$ cat src/rtl/piso_serializer_if.sv
// ============================================================================
// Module     : piso_serializer_if
// Description: Word-in / bit-out handshake bundle for piso_serializer.
// Revision   : 1.0 - initial release
// ============================================================================
`default_nettype none

interface piso_serializer_if #(
    parameter int WIDTH = 8
);
    logic [WIDTH-1:0] parIn;
    logic             inValid;
    logic             inReady;
    logic             serOut;
    logic             serValid;
    logic             done;

    // The word producer drives the parallel side and observes the serial side.
    modport master (
        output parIn,
        output inValid,
        input  inReady,
        input  serOut,
        input  serValid,
        input  done
    );

    modport slave (
        input  parIn,
        input  inValid,
        output inReady,
        output serOut,
        output serValid,
        output done
    );
endinterface

`default_nettype wire

$ cat src/rtl/piso_serializer.sv
// ============================================================================
// Module     : piso_serializer
// Description: Parallel-in / serial-out converter, LSB first, with done pulse.
// Revision   : 1.0 - initial release
// ============================================================================
`default_nettype none

module piso_serializer #(
    parameter int WIDTH = 8
) (
    input  wire logic         clk,
    input  wire logic         rstN,
    piso_serializer_if.slave  bus
);

    localparam int                CNT_W    = $clog2(WIDTH);
    localparam logic [CNT_W-1:0] LAST_CNT = CNT_W'(WIDTH - 1);

    generate
        if (WIDTH < 2 || WIDTH > 32) begin : g_bad_width
            $error("piso_serializer: WIDTH must be between 2 and 32");
        end
    endgenerate

    typedef enum logic [1:0] {
        IDLE  = 2'd0,
        SHIFT = 2'd1,
        DONE  = 2'd2
    } state_t;

    state_t             state_q,    state_d;
    logic [WIDTH-1:0]   shift_q,    shift_d;
    logic [CNT_W-1:0]   cnt_q,      cnt_d;
    logic               serOut_q,   serOut_d;
    logic               serValid_q, serValid_d;
    logic               done_q,     done_d;
    logic               inReady_q,  inReady_d;
    logic               accept;

    // inReady_q is high exactly in IDLE and DONE, so it doubles as the accept gate.
    assign accept = bus.inValid && inReady_q;

    always_comb begin
        state_d    = state_q;
        shift_d    = shift_q;
        cnt_d      = cnt_q;
        serOut_d   = 1'b0;
        serValid_d = 1'b0;
        done_d     = 1'b0;
        inReady_d  = 1'b0;

        case (state_q)
            IDLE, DONE: begin
                if (accept) begin
                    state_d = SHIFT;
                    shift_d = bus.parIn;
                    cnt_d   = '0;
                end else begin
                    state_d = IDLE;
                end
            end
            SHIFT: begin
                shift_d = {1'b0, shift_q[WIDTH-1:1]};
                cnt_d   = cnt_q + CNT_W'(1);
                if (cnt_q == LAST_CNT) begin
                    state_d = DONE;
                end
            end
            default: begin
                state_d = IDLE;
            end
        endcase

        // Outputs are decoded from the next state so they land in flops.
        case (state_d)
            IDLE: begin
                inReady_d = 1'b1;
            end
            SHIFT: begin
                serOut_d   = shift_d[0];
                serValid_d = 1'b1;
            end
            DONE: begin
                done_d    = 1'b1;
                inReady_d = 1'b1;
            end
            default: begin
                inReady_d = 1'b0;
            end
        endcase
    end

    always_ff @(posedge clk or negedge rstN) begin
        if (!rstN) begin
            state_q    <= IDLE;
            shift_q    <= '0;
            cnt_q      <= '0;
            serOut_q   <= 1'b0;
            serValid_q <= 1'b0;
            done_q     <= 1'b0;
            inReady_q  <= 1'b1;
        end else begin
            state_q    <= state_d;
            shift_q    <= shift_d;
            cnt_q      <= cnt_d;
            serOut_q   <= serOut_d;
            serValid_q <= serValid_d;
            done_q     <= done_d;
            inReady_q  <= inReady_d;
        end
    end

    assign bus.serOut   = serOut_q;
    assign bus.serValid = serValid_q;
    assign bus.done     = done_q;
    assign bus.inReady  = inReady_q;

endmodule

`default_nettype wire

$ cat src/flat_wrapper.sv
// flat-port wrapper written by rule: the top's interface ports become plain ports
module piso_serializer_flat 
#(
    parameter int WIDTH = 8
)
  (clk, rstN, bus_parIn, bus_inValid, bus_inReady, bus_serOut, bus_serValid, bus_done);
  piso_serializer_if #(.WIDTH(WIDTH)) bus_i ();
  input  wire logic clk;
  input  wire logic rstN;
  input wire logic [$bits(bus_i.parIn)-1:0] bus_parIn;
  input wire logic [$bits(bus_i.inValid)-1:0] bus_inValid;
  output wire logic [$bits(bus_i.inReady)-1:0] bus_inReady;
  output wire logic [$bits(bus_i.serOut)-1:0] bus_serOut;
  output wire logic [$bits(bus_i.serValid)-1:0] bus_serValid;
  output wire logic [$bits(bus_i.done)-1:0] bus_done;
  assign bus_i.parIn = bus_parIn;
  assign bus_i.inValid = bus_inValid;
  assign bus_inReady = bus_i.inReady;
  assign bus_serOut = bus_i.serOut;
  assign bus_serValid = bus_i.serValid;
  assign bus_done = bus_i.done;
  piso_serializer #(.WIDTH(WIDTH)) u_core (.clk(clk), .rstN(rstN), .bus(bus_i));
endmodule
$ cat config.mk
export PLATFORM = sky130hd
export DESIGN_NAME = piso_serializer_flat
export DESIGN_NICKNAME = d
export VERILOG_FILES = /design/src/rtl/piso_serializer_if.sv /design/src/rtl/piso_serializer.sv /design/src/flat_wrapper.sv
export SDC_FILE = /design/constraint.sdc
export NUM_CORES = 1
export LEC_CHECK = 0
export CAP_MARGIN = 20
export CORE_MARGIN = 5
export CORE_UTILIZATION = 45
export DETAILED_ROUTE_END_ITERATION = 16
export PLACE_DENSITY = 0.74
export SLEW_MARGIN = 20
export SYNTH_ARGS = -nofsm -noshare
export SYNTH_HDL_FRONTEND = slang
export SYNTH_SLANG_ARGS = --single-unit
$ cat constraint.sdc
create_clock -name clk -period 1.3 [get_ports clk]
set_clock_uncertainty 0.05 [all_clocks]
set_input_delay 0.13 -clock clk [delete_from_list [all_inputs] [get_ports clk]]
set_output_delay 0.13 -clock clk [all_outputs]
set_load 0.05 [all_outputs]
* After elaboration in Yosys (flattened, before gate mapping) *
Index checks and enable logic that the tools add are counted.
W data, S select, Z words.

storage, ports and cells
  flip-flop bits (word level) = 17
  latch bits = 0
  RAM bits = 0
  ROM bits = 0
  input port bits = 11
  logic and storage cells = 33
  memories kept = 0

operators by class
  add/subtract/negate cells = 1
  $mul = 0
  div/mod/pow operators = 0
  order comparisons = 0
  eq/ne operators = 6
  shift operators = 0
  multiplexer cells = 11
  bitwise logic cells = 0
  reductions and logical operators = 7

operators by type and width
  cell                   count
  $pmux W8 S2            1
  $mux W8                1
  $pmux W3 S2            1
  $mux W1                5
  $eq A2 B1 Y1 const B   2
  $eq A2 B2 Y1 const B   2
  $logic_not A2 Y1       2
  $pmux W2 S2            1
  $reduce_or A2 Y1       2
  $add A3 B1 Y3 const B  1
  $eq A3 B3 Y1 const B   1
  $mux W3                1
  $mux W2                1
  $ne A2 B1 Y1 const B   1
  $reduce_and A2 Y1      1
  $reduce_bool A2 Y1     1
  $logic_and A1 B1 Y1    1

* Depth between registers and ports, before layout *
Gate-level depths: netlist of the first run.

  depth in word-level cells = 6
  mapped depth = 4
  gate-level depth less buffers = 4

* Worst setup path before layout of the first run *
Ideal clock, no wire load.

  path type = reg2reg
  start point = register u_core.inReady_q, in the netlist u_core.bus.inReady
  end point = register u_core.cnt_q[0]
  arrival time = 1206 ps
  required time = 1125 ps
  path slack = -80 ps
  cell stages (with the launch flop) = 4
  clock period less this slack = 1380 ps
  cell sequence = dfstp_2 > and3b_1 > nor2_1 > mux2_2

between the ends
  longest elaborated chain between the ends = 3

ends and longest elaborated chain
  element                             line                    text
  start: declaration                  piso_serializer.sv:37   logic inReady_q, inReady_d;
  start signal: assignment            piso_serializer.sv:109  inReady_q <= inReady_d;
  $logic_and A1 B1 Y1                 piso_serializer.sv:41   assign accept = bus.inValid && inReady_q;
  $ne A2 B1 Y1 (no source line)       --
  $reduce_and A2 Y1 (no source line)  --
  end signal: assignment              piso_serializer.sv:105  cnt_q <= cnt_d;
  end: declaration                    piso_serializer.sv:33   logic [CNT_W-1:0] cnt_q, cnt_d;

Every way passes these cells.
A chain may end at the register's enable or synchronous reset.

* Final worst setup path of the first run *
  start point = register u_core.inReady_q, in the netlist u_core.bus.inReady
  end point = output port bus_inReady

RTL lines
  element           line                text
  end: declaration  flat_wrapper.sv:12  output wire logic [$bits(bus_i.inReady)-1:0] bus_inReady;

No word-level cell between the ends.

==> results.md, run 1 <==
- The busiest layer in global routing is met2.
- Compared with the post-synthesis result, the final layout area differs by 39.8%.
- The TritonCTS sink count is 16.
- Leaving out fill and tap cells, the most frequent cell in the layout is sky130_fd_sc_hd__dfrtp_1.
- TritonCTS built the clock tree.
- The sequential share of the synthesized area is 0.603.
- At the end of the flow, the number of nets in the layout was 96.
- Setup repair after global routing could not meet its margin everywhere.
- Entering global routing, the biggest net connects 17 pins.
- The number of optimization iterations in the first detailed-route pass is 4.
- The count of buffers added by post-CTS timing repair for setup is 0.
- The maximum vdd drop is 0.00105 V.
- In this run, synthesis produced a sequential element count of 16.
- The H-tree depth is 1.
- In this run the worst path has a maximum fanout of 2.
- The die extent in y is 48.5 um.
- Yosys mapped the design onto 16 distinct sky130hd cell types.
- Once layout is complete, the utilization of the core stands at 0.690.
- In the finished design, the share of the clock period the worst path needs comes to 0.951.
- Across every metal layer, demand over resource in global routing totals 0.111.
- The count of filler cells inserted in the layout is 113.
- Power spread over the standard cell area amounts to 2430 nW/um2.
- The starting density of the core is 0.493.
- The clock-pin slew on the worst setup and hold paths is 0.09 ns.
- After floorplanning, the core was divided into 13 placement rows.
- CTS placed an instance of sky130_fd_sc_hd__clkbuf_4 at the clock tree root.
- The met3 usage is 0.0428.
- The top-level port count is 15.
- The category of the worst setup path capture point is an output pin.
- The total power is 0.00226 W.
- The width of the die is 48.5 um.
- Counting every net in the synthesized netlist gives 74.
- The largest single stage delay on the critical path is 0.54 ns.
- The startpoint of the most critical setup path is u_core.bus.inReady.
- At the worst endpoint, the required time is 1.12 ns.
- The final layout contains routed wiring with a total length of 1220 um.
- For this run, the top clock speed supported by timing is 809 MHz.
- The leakage power is 0.430 nW.
- The type of the most critical hold path is input pin to async pin.
- The slew at the pin closest to its max-slew limit is 0.213 ns.
- The setup slack at placement is -0.0553 ns.
- The kind of cell adding the most delay to the critical path is flip-flops.
- The count of input and output buffers is 14.
- The floorplan step defined a die boundary enclosing 2350 um2.
- The synthesized area is 666 um2.
- Synthesis produced a netlist whose cell count is 61.
- The clock buffer count from CTS is 3.
- The final hold violation count is 0.
- In the final layout, the share of cells above drive strength 1 is 0.232.
- After detailed routing, the average wire length per cell comes to 12.6 um.
- The initial antenna violation count came to 0.
- The count of antenna diodes in the layout is 0.
- The kind of start point of the critical path is a flip-flop.
- The total of endpoints with negative setup slack in the final report is 0.
- Leaving out fill and tap cells, the most frequent cells in the layout are sky130_fd_sc_hd__dfrtp_1 (15), sky130_fd_sc_hd__nand2_1 (12), sky130_fd_sc_hd__clkdlybuf4s50_1 (10).
- In this run the remaining antenna-violating nets after routing total 0.
- The number of violations of the max-capacitance limit is 0.
- The sum of net half-perimeters after detailed placement is 941 um.
- Counting along the longest clock path gives a buffer depth of 2.
- The clock latency of the later-clocked register in the worst-skew pair is 0.28 ns.
- The starting DRC count in detailed routing is 11.
- The number of buffers and inverters on the critical path is 2.
- The type of the worst setup path is flip-flop to output pin.
- The remaining max-slew budget at the tightest pin is 0.858.
- The met2 track demand over resource is 0.176.
- The final route contains 506 vias.
- The post-synthesis average cell area is 10.9 um2.
- The core box area is 1350 um2.
- The post-route minimum period is 1.24 ns.
- Routability-driven placement finished with a final weighted congestion of 0.718.
- The first global-routing pass estimated 2100 um of wire.
- The worst path arrival time is 1.06 ns.
- The run finished with clean final reports.
- The worst register-to-register path begins at u_core.bus.inReady.
- For this run, design rule violations remaining after detail routing come to 0.
- The met1 usage is 0.125.
- Final hold analysis gives a worst-case slack of 0.106 ns.
- The slack of the critical path is 0.0635 ns.
- In the routed layout, each cell is associated on average with a via count of 5.22.
- The slowest stage of the critical path is the sky130_fd_sc_hd__dfstp_2 cell.
- The number of global-route vias before repair is 505.
- After global routing the overflow that remains totals 0.
- Yosys printed 0 warnings.
- The total count of max-transition violations in the final report is 0.
- The signal on the critical path passes through buf_4 -> buf_12.
[what timing repair did]
item                       4_1_cts  5_1_grt
setup endpoints to repair        0       10
gates resized for setup          0        2
hold buffers                     0        0
[kinds of logic (layout without fill, tap and decap cells)]
kind of cell,Yosys count,after routing,share of synthesized area
simple gates,22,22,0.154
compound gates,16,16,0.148
flops,16,16,0.603
buf+inv,4,25,0.0395
fa+ha+maj,2,2,0.0376
mux,1,1,0.0169
[metrics by stage]
stage	setup TNS, ns	std cells	instance area, um2
2_1_floorplan	-0.439	61	666
3_3_place_gp	-0.147	93	891
3_5_place_dp	-0.251	93	891
4_1_cts	0	97	927
5_1_grt	-0.000316	97	931
6_report	0	97	931
[Yosys cell counts]
| cell type | instances | area share |
|---|---|---|
| sky130_fd_sc_hd__mux2_2 | 1 | 0.017 |
| sky130_fd_sc_hd__buf_2 | 3 | 0.023 |
| sky130_fd_sc_hd__and2_1 | 2 | 0.019 |
| sky130_fd_sc_hd__dfrtp_1 | 15 | 0.56 |
| sky130_fd_sc_hd__nand2_1 | 12 | 0.068 |
| sky130_fd_sc_hd__dfstp_2 | 1 | 0.039 |
| sky130_fd_sc_hd__and3b_1 | 1 | 0.013 |
| sky130_fd_sc_hd__a22o_1 | 1 | 0.013 |
| sky130_fd_sc_hd__a22oi_1 | 6 | 0.068 |
| sky130_fd_sc_hd__or2_1 | 2 | 0.019 |
| sky130_fd_sc_hd__o21ai_1 | 9 | 0.068 |
| sky130_fd_sc_hd__nor2b_1 | 1 | 0.0094 |
| sky130_fd_sc_hd__ha_1 | 2 | 0.038 |
| sky130_fd_sc_hd__buf_6 | 1 | 0.017 |
| sky130_fd_sc_hd__nor2_1 | 3 | 0.017 |
| sky130_fd_sc_hd__nand2b_1 | 1 | 0.0094 |
[layout make-up]
type / count / area [um2] / area share
clock buffer: 4 / 36.3 / 0.0390
multi-input combinational: 41 / 241 / 0.259
sequential: 16 / 402 / 0.431
tap: 15 / 18.8 / 0.0202
timing repair buffer: 21 / 233 / 0.250
[state kept, by name (all words and copies together) (netlist names)]
register,cells
u_core.bus.serValid,1
u_core.bus.inReady,1
u_core.state_q,2
u_core.bus.done,1
u_core.shift_q,7
u_core.bus.serOut,1
u_core.cnt_q,3
[power by group]
| part | internal [W] | total [W] | switching [W] |
|---|---|---|---|
| clock | 0.000170 | 0.000319 | 0.000149 |
| sequential | 0.000714 | 0.000831 | 0.000117 |
| combinational | 0.000546 | 0.00111 | 0.000562 |
| total | 0.00143 | 0.00226 | 0.000828 |
[worst register-to-register path, delay by kind of cell, from the launching register on]
kind | cells | cell delay, ns
AND/OR/NAND/NOR | 1 | 0.22
AO/OA/AOI/OAI | 2 | 0.18
flip-flops | 1 | 0.54
buffers and inverters | 1 | 0.17
[layer usage]
layer	vias to the layer above	wire length, um
li1	248	-
met1	240	539
met2	14	555
met3	4	99
met4	0	26
met5	-	0
[final timing paths]
path | depth (start not counted) | end | slack (ns)
max | 2 | bus_inReady | 0.06
min in group clk | 3 | u_core.shift_q[7] | 0.33
min | 2 | u_core.bus.done | 0.11
max reg2reg | 4 | u_core.shift_q[6] | 0.07
min reg2reg | 1 | u_core.bus.serOut | 0.45
max in group asynchronous | 2 | u_core.bus.inReady | 0.85
(Power assumes the default switching activity.)
==> run 2, diff against run 1 <==
--- a/config.mk
+++ b/config.mk
@@ -10,6 +10,7 @@
 export CORE_UTILIZATION = 45
 export DETAILED_ROUTE_END_ITERATION = 16
 export PLACE_DENSITY = 0.74
+export SETUP_SLACK_MARGIN = 0.05
 export SLEW_MARGIN = 20
 export SYNTH_ARGS = -nofsm -noshare
 export SYNTH_HDL_FRONTEND = slang
==> run 2 against run 1 <==
Compared with the run above:
- critical path depth stayed put
- sequential share of layout area is 0.80 points lower
- sequential power hardly changed
- largest power group unchanged
- first-iteration DRC count is 45% lower
- sequential cell count stayed put
- clock power is 3% higher
- cell count is 1.0% lower
- power is 2.1% higher
- non-clock buffer count is 1 lower
- critical path type unchanged
- register-to-register slack hardly changed
- highest routed layer unchanged
- worst hold slack worse by 0.0034 ns
- utilization is 1.3 points higher
==> results.md, run 2 (synthesized netlist as in run 1, its figures left out) <==
- The number of vias after detailed routing is 499 (-1.4%).
- Setup repair after global routing could not meet its margin everywhere.
- The TritonCTS sink count was 16 (unchanged).
- The detailed-route wire length per cell is 13.2 um (+4.8%).
- The aggregate global routing overflow is 0 (unchanged).
- The switching power of the nets came to 0.000853 W (+3.0%).
- The detailed-route DRC error count is 0 (unchanged).
- The die extent in y is 48.5 um (unchanged).
- The width of the die is 48.5 um (unchanged).
- The number of global-route vias before repair is 497 (-1.6%).
- The ratio of routed vias to standard cells is 5.20 (-0.36%).
- The most critical setup path has its startpoint at u_core.bus.inReady.
- The register-to-register setup slack is 0.08 ns (about the same).
- In the final layout, the registers with the most flip-flops are u_core.shift_q (7), u_core.cnt_q (3), u_core.state_q (2).
- The final net count is 95 (-1.0%).
- The fraction of power consumed by the clock network was 0.142 (about the same).
- The register with the most flip-flops is u_core.shift_q.
- The number of violations of the max-capacitance limit is 0 (unchanged).
- The master cell of the clock root buffer is sky130_fd_sc_hd__clkbuf_4.
- The post-route standard cell area excluding fillers is 948 um2 (+1.9%).
- The count of filler cells inserted in the layout is 103 (-8.8%).
- The H-tree depth is 1 (unchanged).
- The maximum fanout along the worst path came to 2 (unchanged).
- The flow ran to the end, and the final reports show no timing, DRC or antenna violations.
- The slew at the pin closest to its max-slew limit was 0.210 ns (-0.00303 ns).
- The count of input and output buffers came to 14 (unchanged).
- The maximum number of pins on one net before global-route repair is 21 (+4).
- The leakage power came to 0.425 nW (-1.0%).
- The clock buffer count from CTS was 3 (unchanged).
- The clock latency of the later-clocked register in the worst-skew pair is 0.28 ns (about the same).
- The starting DRC count in detailed routing was 6 (-5).
- The worst hold path belongs to the class input pin to async pin.
- The fraction of final layout cells with drive strength greater than 1 came to 0.259 (+0.0276).
- The slack of the critical path is 0.0719 ns (+0.00843 ns).
- The maximum vdd drop was 0.00124 V (+18%).
- The power share of the combinational group is 0.497 (+0.006).
- The post-cts hold buffer count is 0 (unchanged).
- The worst register-to-register path begins at u_core.bus.inReady.
- TritonCTS built the clock tree.
- The setup slack at placement is -0.0693 ns (-0.0141 ns).
- The most common cell after layout, fill and taps aside is sky130_fd_sc_hd__dfrtp_1.
- The total count of max-transition violations in the final report is 0 (unchanged).
- The worst-case clock buffer depth is 2 (unchanged).
- The total of endpoints with negative setup slack in the final report is 0 (unchanged).
- The initial antenna violation count was 0 (unchanged).
- The worst register-to-register path ends at u_core.cnt_q[0].
- The remaining max-slew budget at the tightest pin is 0.860 (+0.00231).
- The post-route minimum period is 1.23 ns (-0.00843 ns).
- The starting density of the core is 0.493 (unchanged).
- The post-detailed-placement cell area is 888 um2 (-0.28%).
- The cell-internal power is 0.00145 W (+1.6%).
- The part of the power in registers is 0.361 (-0.007).
- The final weighted congestion in routability-driven placement is 0.680 (-5.4%).
- The fraction of the cycle the final worst path needs is 0.945 (-0.00648).
- The floorplan die area came to 2350 um2 (unchanged).
- The global-route wire length before repair is 2280 um (+8.6%).
- The number of placed instances, taps included is 91 (-2.2%).
- The type of the worst setup path is flip-flop to output pin.
- The non-filler instance count after layout was 96 (-1.0%).
- The core box area is 1350 um2 (unchanged).
- The number of optimization iterations in the first detailed-route pass came to 5 (+1).
- The critical path required time is 1.12 ns (about the same).
- The top-level port count is 15 (unchanged).
- The switching share of power is 0.370 (+0.00330).
- Leaving out fill and tap cells, the most frequent cells in the layout are sky130_fd_sc_hd__dfrtp_1 (15), sky130_fd_sc_hd__nand2_1 (12), sky130_fd_sc_hd__clkdlybuf4s50_1 (10).
- The depth of the worst register-to-register path is 3 (-1).
- The worst path arrival time is 1.05 ns (about the same).
- The final hold slack is 0.102 ns (-0.00343 ns).
- The most critical setup path has its endpoint at bus_inReady.
- The number of routed nets with antenna violations is 0 (unchanged).
- The final hold violation count is 0 (unchanged).
- The power per cell area is 2430 nW/um2 (+0.23%).
- The area growth from synthesis to layout is 42.5%.
- The highest clock frequency the design can meet was 814 MHz (+0.69%).
- The number of flip-flops in the largest register was 7 (unchanged).
- STA classifies the critical path startpoint as a flip-flop.
- The clock-pin slew on the worst setup and hold paths is 0.10 ns (about the same).
- The count of antenna diodes in the layout is 0 (unchanged).
- The total track usage is 0.123 (+0.0116).
- The number of placement rows was 13 (unchanged).
- The category of the worst setup path capture point is an output pin.
- The total negative slack was 0 ns (unchanged).
- The total length of routed wires is 1270 um (+3.8%).
[run 2: per-stage QoR]
step,total power [W],util
after floorplan,0.00147,-
after global placement,0.00190,0.658
after detailed placement,0.00194,0.658
after CTS,0.00228,0.687
after global routing,0.00248,0.703
final,0.00231,0.703
[run 2: worst min-delay path by stage]
stage / endpoint / slack (ns) / depth (start not counted)
floorplan: u_core.bus.done / -0.22 / 0
global placement: u_core.bus.done / 0.42 / 2
detailed placement: u_core.bus.done / 0.42 / 2
CTS: u_core.bus.done / 0.10 / 2
global route: u_core.bus.done / 0.11 / 2
finish: u_core.bus.serValid / 0.10 / 2
[run 2: layout make-up]
cell class                 count  area (um2)  area share
clock buffer                   4        36.3      0.0383
multi-input combinational     41         254       0.268
sequential                    16         402       0.423
tap                           15        18.8      0.0198
timing repair buffer          20         238       0.251
[run 2: repair_timing]
action | in CTS | in global routing
gates resized for setup | 1 | 4
gates cloned | 0 | 0
setup buffers | 0 | 1
setup endpoints to repair | 3 | 11
pin swaps | 0 | 1
[run 2: power by group through the flow]
stage | Sequential, W | Combinational (W) | Clock, W
floorplan | 0.000985 | 0.000481 | 0
global placement | 0.000830 | 0.00107 | 0
detailed placement | 0.000842 | 0.00110 | 0
CTS | 0.000832 | 0.00111 | 0.000337
global route | 0.000861 | 0.00126 | 0.000359
finish | 0.000832 | 0.00115 | 0.000329
[run 2: layer usage]
| metal | up-vias | wire, um | global-route usage |
|---|---|---|---|
| li1 | 248 | - | - |
| met1 | 231 | 588 | 0.153 |
| met2 | 18 | 584 | 0.189 |
| met3 | 2 | 81 | 0.0367 |
| met4 | 0 | 12 | 0.0673 |
| met5 | - | 0 | 0 |
[run 2: critical path, cell delays in order, from the launching register on]
cell                      delay (ns)
sky130_fd_sc_hd__dfstp_2        0.54
sky130_fd_sc_hd__buf_4          0.11
sky130_fd_sc_hd__buf_12         0.12
==> run 3, diff against run 2 <==
==> constraint.sdc (replaced) <==
create_clock -name clk -period 1.3 [get_ports clk]
set_clock_uncertainty 0.05 [all_clocks]
set_input_delay 0.195 -clock clk [delete_from_list [all_inputs] [get_ports clk]]
set_output_delay 0.195 -clock clk [all_outputs]
set_load 0.05 [all_outputs]
==> run 3 against run 2 <==
Compared with the run above:
- largest cell class unchanged
- utilization is 2.2 points higher
- clock power hardly changed
- largest power group unchanged
- worst hold slack better by 0.064 ns
- worst setup slack worse by 0.061 ns
- die area stayed put
- maximum frequency is 4.7% lower
- count of clock-buffer cells in the layout stayed put
- critical path depth stayed put
- first-iteration DRC count is 130% higher
==> results.md, run 3 (synthesized netlist as in run 1, its figures left out) <==
- The post-route minimum period came to 1.29 ns (+0.0612 ns).
- The ratio of routed vias to standard cells is 5.15 (-1.0%).
- The clock latency of the later-clocked register in the worst-skew pair is 0.28 ns (about the same).
- The sequential cell area is 402 um2 (unchanged).
- The total negative slack is 0 ns (unchanged).
- The number of flip-flops in the largest register is 7 (unchanged).
- Leaving out fill and tap cells, the most frequent cells in the layout are sky130_fd_sc_hd__dfrtp_1 (15), sky130_fd_sc_hd__nand2_1 (12), sky130_fd_sc_hd__clkdlybuf4s50_1 (10).
- The maximum number of pins on one net before global-route repair is 21 (unchanged).
- The number of violations of the max-capacitance limit is 0 (unchanged).
- The worst-case clock buffer depth is 2 (unchanged).
- The TritonCTS clock tree is built.
- The power per cell area came to 2460 nW/um2 (+1.1%).
- The highest clock frequency the design can meet is 776 MHz (-4.7%).
- The maximum fanout along the worst path is 2 (unchanged).
- Setup repair after global routing could not meet its margin everywhere.
- The fraction of the cycle the final worst path needs is 0.992 (+0.0471).
- Counting flops per register, the top entry is u_core.shift_q.
- The run finished with clean final reports.
- The remaining max-slew budget at the tightest pin is 0.862 (+0.00200).
- The aggregate global routing overflow is 0 (unchanged).
- The initial antenna violation count is 0 (unchanged).
- The number of placed instances, taps included is 91 (unchanged).
- Among all stages on the critical path, the largest delay is contributed by sky130_fd_sc_hd__dfstp_2.
- The final hold violation count is 0 (unchanged).
- The fraction of final layout cells with drive strength greater than 1 is 0.321 (+0.0617).
- The TritonCTS sink count is 16 (unchanged).
- The starting density of the core is 0.493 (unchanged).
- The count of input and output buffers is 14 (unchanged).
- The largest registers in the layout are u_core.shift_q (7), u_core.cnt_q (3), u_core.state_q (2).
- The setup slack at placement was -0.134 ns (-0.0650 ns).
- The largest stage delay on the critical path came to 0.55 ns (about the same).
- The global-route wire length before repair is 2280 um (unchanged).
- The floorplan die area is 2350 um2 (unchanged).
- The total of endpoints with negative setup slack in the final report came to 0 (unchanged).
- The final weighted congestion in routability-driven placement was 0.680 (unchanged).
- Relative to the synthesized area, the layout overhead comes to 47.0%.
- The critical path goes through buf_6 -> buf_12.
- The worst path arrival time is 1.04 ns (about the same).
- The worst setup path is of the flip-flop to output pin kind.
- The count of filler cells inserted in the layout is 94 (-8.7%).
- The post-cts hold buffer count came to 0 (unchanged).
- The detailed-route wire length per cell is 13.9 um (+5.1%).
- In this run the clock root is driven by a sky130_fd_sc_hd__clkbuf_4.
- The clock buffer count from CTS came to 3 (unchanged).
- The leakage power is 0.432 nW (+1.6%).
- The clock-pin slew on the worst setup and hold paths is 0.09 ns (about the same).
- The total track usage came to 0.123 (unchanged).
- The H-tree depth came to 1 (unchanged).
- The slack of the critical path is 0.0108 ns (-0.0612 ns).
- The total area of multi-input combinational cells came to 280 um2 (+10%).
- The width of the die was 48.5 um (unchanged).
- The starting DRC count in detailed routing was 14 (+8).
- The non-filler instance count after layout is 96 (unchanged).
- The die extent in y was 48.5 um (unchanged).
- The worst setup path is captured at an output pin.
- The top-level port count is 15 (unchanged).
- The final net count is 95 (unchanged).
- The tightest min-delay check is of the input pin to async pin type.
- The core box area is 1350 um2 (unchanged).
- The critical path required time is 1.05 ns (-0.07 ns).
- The maximum vdd drop is 0.00127 V (+2.7%).
- The slew at the pin closest to its max-slew limit is 0.207 ns (-0.00301 ns).
- The number of optimization iterations in the first detailed-route pass is 2 (-3).
- The library cell used most frequently in the layout, excluding fill and tap cells, is sky130_fd_sc_hd__dfrtp_1.
- The detailed-route DRC error count was 0 (unchanged).
- The total count of max-transition violations in the final report is 0 (unchanged).
- The number of global-route vias before repair is 497 (unchanged).
- The number of vias after detailed routing is 494 (-1.0%).
- The number of routed nets with antenna violations came to 0 (unchanged).
- The number of placement rows is 13 (unchanged).
- The core occupancy in the finished layout is 0.725 (+0.0222).
- The total length of routed wires was 1330 um (+5.1%).
- STA classifies the critical path startpoint as a flip-flop.
- The count of antenna diodes in the layout is 0 (unchanged).
run 3: cell types whose count changed in the layout (fill, tap and decap cells not counted):
cell,change
sky130_fd_sc_hd__nor2_2,+1
sky130_fd_sc_hd__mux2_2,-1
sky130_fd_sc_hd__a22oi_2,+4
sky130_fd_sc_hd__buf_6,+1
sky130_fd_sc_hd__buf_4,-1
sky130_fd_sc_hd__nor2_1,-1
sky130_fd_sc_hd__mux2_4,+1
sky130_fd_sc_hd__a22oi_1,-4
run 3: where the power goes:
group | internal, W | switching [W]
Combinational | 0.000616 | 0.000619
Sequential | 0.000714 | 0.000128
Clock | 0.000170 | 0.000159
run 3: stage by stage:
| stage | area, um2 | power [W] | hold slack [ns] |
|---|---|---|---|
| final | 978 | 0.00241 | 0.166 |
| after global routing | 978 | 0.00257 | 0.174 |
| after CTS | 931 | 0.00229 | 0.166 |
| after detailed placement | 888 | 0.00194 | 0.449 |
| after global placement | 888 | 0.00190 | 0.435 |
| after floorplan | 666 | 0.00147 | -0.151 |
run 3: area by class of cell:
cell class / count / area share
Tap cell: 15 / 0.0192
Clock buffer: 4 / 0.0371
Timing Repair Buffer: 20 / 0.247
Sequential cell: 16 / 0.410
Multi-Input combinational cell: 41 / 0.286
run 3: critical path, delay by kind of cell, from the launching register on:
family                 cells  cell delay, ns
DFF                        1            0.55
buffers and inverters      2            0.21
run 3: repair_timing:
item	4_1_cts	5_1_grt
setup buffers	0	1
pin swaps	0	2
resized for setup	2	10
endpoints found under the setup margin	4	12
endpoints found under the hold margin	0	0
run 3: worst paths after layout:
| check | startpoint | slack (ns) | cells after the start | endpoint |
|---|---|---|---|---|
| min in group clk | bus_parIn[7] | 0.39 | 3 | u_core.shift_q[7] |
| hold / removal | rstN | 0.17 | 2 | u_core.bus.done |
| setup reg to reg | u_core.bus.inReady | 0.05 | 3 | u_core.cnt_q[0] |
| hold reg to reg | u_core.shift_q[1] | 0.46 | 1 | u_core.bus.serOut |
| max in group asynchronous | rstN | 0.79 | 2 | u_core.bus.inReady |
| setup / recovery | u_core.bus.inReady | 0.01 | 2 | bus_inReady |
run 3: layer usage:
metal / share of wire / track usage / wire [um] / vias up
met3: 0.065 / 0.0367 / 87 / 4
li1: - / - / - / 247
met2: 0.46 / 0.189 / 616 / 14
met5: 0 / 0 / 0 / -
met4: 0.022 / 0.0673 / 29 / 0
met1: 0.45 / 0.153 / 599 / 229
==> RTL edit: new RTL, settings of run 3 <==
Re-encode `state_t` (3 states) as one-hot, 3 bits wide.
--- a/src/rtl/piso_serializer.sv
+++ b/src/rtl/piso_serializer.sv
@@ -24,6 +24,6 @@
 
-    typedef enum logic [1:0] {
-        IDLE  = 2'd0,
-        SHIFT = 2'd1,
-        DONE  = 2'd2
+    typedef enum logic [2:0] {
+        IDLE  = 3'b001,
+        SHIFT = 3'b010,
+        DONE  = 3'b100
     } state_t;
Behaviour: same outputs for any inputs over 10 cycles, from zero or initial values and one cycle with rstN low; not proved beyond that.
==> RTL edit against run 3 <==
- the flow now finishes with violations (setup timing)
- sequential cell count rose by 1
- sequential share of layout area is 0.84 points lower
- hold slack better by 0.0075 ns
- setup slack worse by 0.19 ns
- maximum frequency shrank 13%
- routed wire length increased by 6.5%
- via count rose by 8.7%
- total power decreased by 5.8%
- synthesized area rose by 11%
- final area rose by 9.1%
- largest cell class unchanged
==> RTL edit: results (changes against run 3) <==
Clock tree
  • Setup Buffers After CTS: 0 (unchanged)
  • H-Tree Depth: 1 (unchanged)
  • Clock latency on the worst-skew pair: 0.29 ns
  • Cts bufs inserted: 3 (unchanged)
  • Root Driver: clkbuf_4 (unchanged)
  • Clock-pin transition on the worst setup and hold timing paths: 0.10 ns
  • Max Buffers Root-to-Sink: 2 (unchanged)

Cells and area
  • Antenna cells: 0 (unchanged)
  • Post-layout nets: 95 (unchanged)
  • Largest regs: u_core.shift_q: 7 flops, u_core.cnt_q: 3 flops, u_core.state_q: 3 flops (was u_core.shift_q: 7 flops, u_core.cnt_q: 3 flops, u_core.state_q: 2 flops)
  • Share of layout cells above drive strength 1: 43.2% (was 32.1%)

STA
  • Finish-stage setup viols: 14 (was 0)
  • Post-route setup TNS: -1.86 ns (was 0 ns)
  • Final WS setup: -0.182 ns (was 0.0108 ns)
  • Relative max-transition margin: 78.5% (was 86.2%)

Routing
  • DR pass1 iterations: 4 (was 2)
  • Top sig layer: met4 (unchanged)
  • DR WL/cell: 14.6 um (was 13.9 um)
  • Met1 WL: 633 um (was 599 um)
  • Routed wire length on met2: 648 um (was 616 um)
  • Total number of vias: 537 (was 494)
  • Initial DRC count: 8 (was 14)
  • Met3 wire length: 96 um (was 87 um)

Critical path
  • Top delay family on crit path: flip-flops (unchanged)
  • Crit-path max FO: 8 (was 2)
  • Critical Path AT: 1.61 ns (was 1.04 ns)
  • Critical Path Max Stage Delay: 0.61 ns (was 0.55 ns)
  • Critical Path Slowest Stage Cell: dfstp_2 (unchanged)

Run status
  • Outcome: finished with violations (was complete, no violations)
  • Failing checks: setup timing

Synthesis
  • Library cells used by synthesis: 20 (was 16)
  • Yosys warning count: 0 (unchanged)
  • Ranking of synthesized cells by area: dfrtp_1 (51%), a221o_1 (8.2%), and3_2 (7.1%), dfstp_2 (7.1%), ha_1 (3.4%) (was dfrtp_1 (56%), o21ai_1 (6.8%), a22oi_1 (6.8%), nand2_1 (6.8%), dfstp_2 (3.9%))
  • Async S/R FF share, synth: 100% (unchanged)
  • Most frequent cells after synthesis: dfrtp_1 (15), and3_2 (7), a221o_1 (6), nand2_1 (5), o21ai_0 (3) (was dfrtp_1 (15), nand2_1 (12), o21ai_1 (9), a22oi_1 (6))
  • Synthesized Nets: 70 (was 74)
  • Sequential fraction of the synthesis area: 58.2% (was 60.3%)

Global routing
  • Global-route wire length before repair: 2.53 mm (was 2.28 mm)
  • Largest net degree at the start of global routing: 18 (was 21)
  • Number of global-route vias before repair: 566 (was 497)
  • GRT Util Overall: 13.5% (was 12.3%)
  • Antenna violations before repair: 0 (unchanged)

Power and ir drop
  • LEAKAGE: 0.490 nW (was 0.432 nW)
  • Peak supply drop: 0.000896 V (was 0.00127 V)

Min path
  • HP Class: in2async (unchanged)

Placement
  • Buffers added on ports: 14 (unchanged)
  • GPL Wtd Cong: 0.777 (was 0.680)
  • Post-DP HPWL: 1.00 mm
  • Post-Place Setup Slack: -0.358 ns (was -0.134 ns)
==> RTL edit: changes by cell type after synthesis, moves of 2 or more <==
cell,run 3,this run
and3_2,0,7
a221o_1,0,6
a22oi_1,6,0
nand2_1,12,5
o21ai_0,0,3
or2_1,2,0
o21ai_1,9,0
or2_2,0,2
==> RTL edit: cell families (layout without fill, tap and decap cells) <==
group	after synthesis	after routing	synth area share, %
compound gates	11	11	13.4
xor+xnor	1	1	2.21
fa+ha+maj	2	2	3.40
buf+inv	2	26	1.36
flops	17	17	58.2
mux	1	1	1.53
simple gates	23	23	19.9
==> RTL edit: repair_timing <==
item,CTS,global route
setup endpoints to repair,15,17
pin swaps,1,2
resized for setup,14,0
==> RTL edit: where the power goes <==
group | switching, mW | internal [mW] | leakage (nW) | total [mW]
combinational | 0.481 | 0.610 | 0.260 | 1.09
sequential | 0.141 | 0.752 | 0.214 | 0.893
clock | 0.164 | 0.119 | 0.0150 | 0.283
total | 0.786 | 1.48 | 0.490 | 2.27
==> RTL edit: worst reg2reg max path, stage by stage (launching register included) <==
cell,delay [ns]
dfstp_2,0.61
xor2_4,0.27
a21oi_4,0.13
a221o_1,0.31
==> RTL edit: path summary, 6_finish.rpt <==
kind	start	endpoint	cells past startpoint
setup reg to reg	u_core.state_q[0]	u_core.shift_q[5]	3
setup / recovery	u_core.state_q[0]	u_core.shift_q[5]	3
hold / removal	rstN	u_core.cnt_q[2]	2
min in group clk	bus_parIn[7]	u_core.shift_q[7]	3
hold reg to reg	u_core.shift_q[1]	u_core.bus.serOut	1
max in group asynchronous	rstN	u_core.state_q[0]	2
==> RTL edit: layout make-up <==
cell class	count	area, um2
Clock buffer	4	26.3
Fill cell	118	457
Multi-Input combinational cell	38	340
Sequential cell	17	429
Tap cell	16	20.0
Timing Repair Buffer	22	251
==> RTL edit: stage by stage <==
step / utilization, % / std cells / cell area, um2 / hold slack [ns]
6_report: 70.0 / 97 / 1070 / 0.173
5_1_grt: 70.0 / 97 / 1070 / 0.190
4_1_cts: 70.0 / 97 / 1070 / 0.175
3_5_place_dp: 64.7 / 93 / 986 / 0.437
3_3_place_gp: 64.7 / 93 / 986 / 0.433
2_1_floorplan: - / 57 / 742 / -0.151
==> RTL edit: layer usage <==
| metal | GRT usage, % | vias to the layer above |
|---|---|---|
| li1 | - | 258 |
| met1 | 16.7 | 258 |
| met2 | 19.9 | 17 |
| met3 | 4.44 | 4 |
| met4 | 8.94 | 0 |
| met5 | 0 | - |
